===== config.mk =====
export PLATFORM = sky130hd
export DESIGN_NAME = ultrasonic_scheduler
export DESIGN_NICKNAME = d
export VERILOG_FILES = /design/src/rtl/ultrasonic_scheduler.sv
export SDC_FILE = /design/constraint.sdc
export NUM_CORES = 1
export LEC_CHECK = 0
export CAP_MARGIN = 25
export CORE_ASPECT_RATIO = 1.1
export CORE_MARGIN = 1
export CORE_UTILIZATION = 55
export CTS_CLUSTER_SIZE = 40
export DETAILED_ROUTE_END_ITERATION = 8
export PLACE_DENSITY = 0.85
export REMOVE_ABC_BUFFERS = 1
export SYNTH_ARGS = -nofsm -noshare
export SYNTH_HDL_FRONTEND = slang
export SYNTH_SLANG_ARGS = --single-unit

===== constraint.sdc =====
create_clock -name clk -period 4 [get_ports clk]
set_input_delay 1.2 -clock clk [delete_from_list [all_inputs] [get_ports clk]]
set_output_delay 1.2 -clock clk [all_outputs]
set_load 0.01 [all_outputs]

===== src/rtl/ultrasonic_scheduler.sv =====
// ultrasonic_scheduler: round-robin sweep sequencer for one shared sensor_driver.
// Fires each sensor in turn, waits for a result or timeout, then holds a guard
// interval before moving on. Latches per-sensor distance, near and timeout flags.
module ultrasonic_scheduler #(
    parameter int unsigned N_SENSORS      = 3,
    parameter int unsigned DIST_W         = 10,
    parameter int unsigned GUARD_CYCLES   = 3_000_000,
    parameter int unsigned TIMEOUT_CYCLES = 2_500_000,
    localparam int unsigned SEL_W         = (N_SENSORS > 1) ? $clog2(N_SENSORS) : 1
) (
    input  logic                        clk,
    input  logic                        rst,
    input  logic                        en,
    input  logic                        start,
    input  logic [DIST_W-1:0]           threshold,
    output logic                        drv_measure,
    input  logic                        drv_done,
    input  logic [DIST_W-1:0]           drv_distance,
    output logic [SEL_W-1:0]            sel,
    output logic [N_SENSORS*DIST_W-1:0] dist_flat,
    output logic [N_SENSORS-1:0]        near,
    output logic [N_SENSORS-1:0]        timed_out,
    output logic                        obstacle,
    output logic                        busy,
    output logic                        sweep_done
);

    localparam int unsigned CNT_MAX = (TIMEOUT_CYCLES > GUARD_CYCLES) ? TIMEOUT_CYCLES : GUARD_CYCLES;
    localparam int unsigned CNT_W   = $clog2(CNT_MAX + 1);
    localparam logic [SEL_W-1:0] LAST_SEL     = SEL_W'(N_SENSORS - 1);
    localparam logic [CNT_W-1:0] TIMEOUT_LAST = CNT_W'(TIMEOUT_CYCLES - 1);
    // GUARD is entered one cycle after the result lands, so counting to
    // GUARD_CYCLES inclusive places the next measure at done + 2 + GUARD_CYCLES.
    localparam logic [CNT_W-1:0] GUARD_LAST   = CNT_W'(GUARD_CYCLES);

    typedef enum logic [2:0] {
        S_IDLE,
        S_TRIG,
        S_WAIT,
        S_GUARD,
        S_DONE
    } state_t;

    state_t               state;
    state_t               state_nxt;
    logic [CNT_W-1:0]     cnt;
    logic                 pending;
    logic [DIST_W-1:0]    dist_q [N_SENSORS];
    logic [N_SENSORS-1:0] near_nxt;
    logic                 timeout_hit;
    logic                 guard_end;
    logic                 meas_ok;
    logic                 meas_to;

    // Measurement outcome qualifiers for the current cycle
    always_comb begin
        timeout_hit = (cnt == TIMEOUT_LAST);
        guard_end   = (cnt == GUARD_LAST);
        meas_ok     = (state == S_WAIT) && en && drv_done;
        meas_to     = (state == S_WAIT) && en && !drv_done && timeout_hit;
    end

    // State register
    always_ff @(posedge clk) begin
        if (!rst) begin
            state <= S_IDLE;
        end else begin
            state <= state_nxt;
        end
    end

    // Next-state logic; dropping en aborts any active sweep
    always_comb begin
        state_nxt = state;
        if (state != S_IDLE && !en) begin
            state_nxt = S_IDLE;
        end else begin
            case (state)
                S_IDLE:  if (en && (start || pending)) state_nxt = S_TRIG;
                S_TRIG:  state_nxt = S_WAIT;
                S_WAIT:  if (drv_done || timeout_hit) state_nxt = S_GUARD;
                S_GUARD: if (guard_end) state_nxt = (sel == LAST_SEL) ? S_DONE : S_TRIG;
                S_DONE:  state_nxt = S_IDLE;
                default: state_nxt = S_IDLE;
            endcase
        end
    end

    // Moore outputs decoded from the current state
    always_comb begin
        drv_measure = (state == S_TRIG);
        busy        = (state == S_TRIG) || (state == S_WAIT) || (state == S_GUARD);
        sweep_done  = (state == S_DONE);
    end

    // Cycle counter, sensor index and one-deep pending sweep request
    always_ff @(posedge clk) begin
        if (!rst) begin
            cnt     <= '0;
            sel     <= '0;
            pending <= 1'b0;
        end else begin
            if (state_nxt != state || (state != S_WAIT && state != S_GUARD)) begin
                cnt <= '0;
            end else begin
                cnt <= cnt + CNT_W'(1);
            end

            if (state_nxt == S_IDLE || state_nxt == S_DONE) begin
                sel <= '0;
            end else if (state == S_GUARD && state_nxt == S_TRIG) begin
                sel <= sel + SEL_W'(1);
            end

            if (!en || state == S_IDLE) begin
                pending <= 1'b0;
            end else if (start) begin
                pending <= 1'b1;
            end
        end
    end

    // Near flags as they will be after this cycle's measurement outcome
    always_comb begin
        near_nxt = near;
        for (int unsigned i = 0; i < N_SENSORS; i++) begin
            if (sel == SEL_W'(i)) begin
                if (meas_ok) begin
                    near_nxt[i] = (drv_distance < threshold);
                end else if (meas_to) begin
                    near_nxt[i] = 1'b0;
                end
            end
        end
    end

    // Per-sensor result registers; obstacle tracks near in the same cycle
    always_ff @(posedge clk) begin
        if (!rst) begin
            for (int unsigned i = 0; i < N_SENSORS; i++) begin
                dist_q[i] <= '0;
            end
            near      <= '0;
            timed_out <= '0;
            obstacle  <= 1'b0;
        end else begin
            near     <= near_nxt;
            obstacle <= |near_nxt;
            for (int unsigned i = 0; i < N_SENSORS; i++) begin
                if (sel == SEL_W'(i)) begin
                    if (meas_ok) begin
                        dist_q[i]    <= drv_distance;
                        timed_out[i] <= 1'b0;
                    end else if (meas_to) begin
                        dist_q[i]    <= '1;
                        timed_out[i] <= 1'b1;
                    end
                end
            end
        end
    end

    // Flatten latched distances onto the output bus
    always_comb begin
        dist_flat = '0;
        for (int unsigned i = 0; i < N_SENSORS; i++) begin
            dist_flat[i*DIST_W +: DIST_W] = dist_q[i];
        end
    end

endmodule


==> impl_metrics.yaml <==
sta:
  finClkSkew_ns: 0.00723
  max_freq_mhz: 324
  setup_viol: 0
  timing.final.crit_share: 0.772
  fin_ws_ns: 0.912
  relSlewSlack: 0.563
  rsz0062_at_grt: "no"
  finalHoldViolCount: 0
  period_minus_slack_ns: 3.09
  worst_pin_slew_ns: 0.651
  tns_ns: 0
  holdWs_ns: 0.477
  slew_viol_final: 0
status:
  status: "completed"
synthesis:
  synth.distinct_cells: 49
  yosys_warnings: 0
  syn_area_per_cell_um2: 9.87
  syn_inst: 319
  synth-edff-count: 20
  async_flop_share: 0
  ys_ff_latch: 65
  syn-cell-area_um2: 3150
  ys_seq_area_frac: 0.477
  synth_top_flop_cell: "dfxtp_1"
final_layout:
  syn_to_final_growth_pct: 29.8
  drive_gt1_frac: 0.0793
  final_util: 0.748
  fill_cells: 401
  layout.nets: 425
  antenna_cells: 0
critical_path:
  cp_max_fo: 4
  cp-end-kind: "flop"
  cp.arrival_ns: 3.32
  cp.required_ns: 4.23
  critPathKind: "in2reg"
  start_kind: "input port"
  r2r_cells: 6
floorplan:
  core_area_um2: 5470
  initial_core_util: 0.576
  io_pins: 67
  die_x_um: 74.2
  fp.dieH_um: 81.4
  die-area_um2: 6030
  rows: 28
power_and_ir_drop:
  power_density_nw_per_um2: 359
  p_leak_nw: 1.75
  max-vdd-ir-drop_v: 0.000305
detailed_routing:
  drtIter0Drc: 152
  wl_mm: 6.89
  drtPass1Iterations: 4
  ant_nets: 0
  viasPerCell: 5.52
  num_vias: 2574
  drc_errors: 0
  post_drt_wl_per_cell_um: 14.8
clocking:
  cts_max_path_buffers: 2
  numCtsBuffers: 9
  clk-insertion-delay-late_ns: 0.34
  post_cts_buffers: 0
  cts_max_level: 3
  cts_tree: "done"
  cts_root_buf: "clkbuf_8"
  clk_pin_slew_ns: 0.07
  clock-sinks: 65
  cts-hold-fix-buffers: 0
  cts_resized: 0
min_path:
  hold_path.class: "reg2reg"
  holdPathStages: 1
grt:
  grt_pass1_vias: 2371
  grt_max_degree: 23
  grt-ovfl-total: 0
  track_usage: 0.242
  antenna_found_initial: 0
  grt_pass1_wl_mm: 10.9
placement:
  place_ws_ns: 0.583
  port_buffers: 66
  hpwl_mm: 5.05
  gp_congestion: 0.836
run:
  drv_cap: 0
-- cell usage in the layout (no fill, tap or decap), types with 3 or more instances in the layout --
cell,instances
bufinv_16,3
xor2_1,11
nor4b_2,3
nand2_1,21
a21oi_1,6
nor2_1,41
a21o_1,21
nor2b_1,3
o21ai_0,13
edfxtp_1,20
nor3_1,5
ha_1,14
and3_1,4
xnor2_1,10
nand3_1,10
dfxtp_1,45
clkdlybuf4s50_1,66
clkinv_2,3
nand4_1,7
mux2i_1,11
and2_1,4
or3_1,5
clkbuf_8,10
inv_1,22
-- area by class of cell --
type	count	area [um^2]	share of cell area
inverters	22	82.6	0.0202
clock inverters	6	105	0.0257
flip-flops and latches	65	1500	0.367
repair buffers	68	676	0.165
well taps	75	93.8	0.0229
multi-input cells	220	1490	0.365
clock buffers	10	138	0.0337
-- synthesized netlist by cell type (all sizes together), types with 3 or more instances --
cell	number	area, um^2
dfxtp	45	901
nor2	41	154
a21o	23	175
inv	22	82.6
nand2	21	78.8
edfxtp	20	601
o21ai	15	78.8
ha	14	175
mux2i	11	110
xor2	11	96.3
nand3	10	50.1
xnor2	10	87.6
buf	8	57.6
nor3	8	61.3
nand4	7	43.8
a21oi	6	30.0
or3	5	31.3
and2	4	25.0
and3	4	25.0
clkbuf	4	15.0
nor4b	4	53.8
nor2b	3	18.8
-- report_power, final --
part           internal (W)  switching, W
sequential         0.000688    0.00000518
clock              0.000428      0.000245
combinational     0.0000535     0.0000479
total               0.00117      0.000299
-- per-stage QoR --
step	instance area (um^2)	cells	total power, W
3_5_place_dp	3850	450	0.000808
6_report	4090	466	0.00147
4_1_cts	4090	466	0.00148
2_1_floorplan	3080	307	0.000745
3_3_place_gp	3850	450	0.000805
5_1_grt	4090	466	0.00151
-- critical path: stages --
cell	delay, ns
clkdlybuf4s50_1	0.55
ha_1	0.20
or3b_1	0.11
o2111ai_1	0.11
a221o_1	0.37
and4b_1	0.22
a32o_1	0.21
or3_1	0.35
-- registers in the layout, summed over array words and instances, names as in the netlist --
name / cells
cnt: 22
dist_q: 30
near: 3
obstacle: 1
pending: 1
sel: 2
state: 3
timed_out: 3
-- layer usage --
layer,track usage,routed length (um),vias to the layer above
li1,-,-,1247
met4,0.127,141,0
met2,0.408,3430,91
met5,0,0,-
met3,0.0409,404,13
met1,0.293,2910,1223
-- cells by family after synthesis --
kind of cell,count (synthesis),synth area share
buffers and inverters,34,0.0493
DFF,65,0.477
AOI/OAI and AO/OA,56,0.124
muxes,11,0.0350
xor gates and xnor gates,21,0.0584
and+or+nand+nor,118,0.201
adders and majority gates,14,0.0556
-- path summary, 6_finish.rpt --
path                       end             from  slack, ns
setup / recovery      obstacle  drv_distance[1]       0.91
hold / removal          cnt[0]           cnt[0]       0.48
hold reg to reg         cnt[0]           cnt[0]       0.48
setup reg to reg  dist_q[0][0]           cnt[0]       1.69
Power figures use the tool's default switching activity.
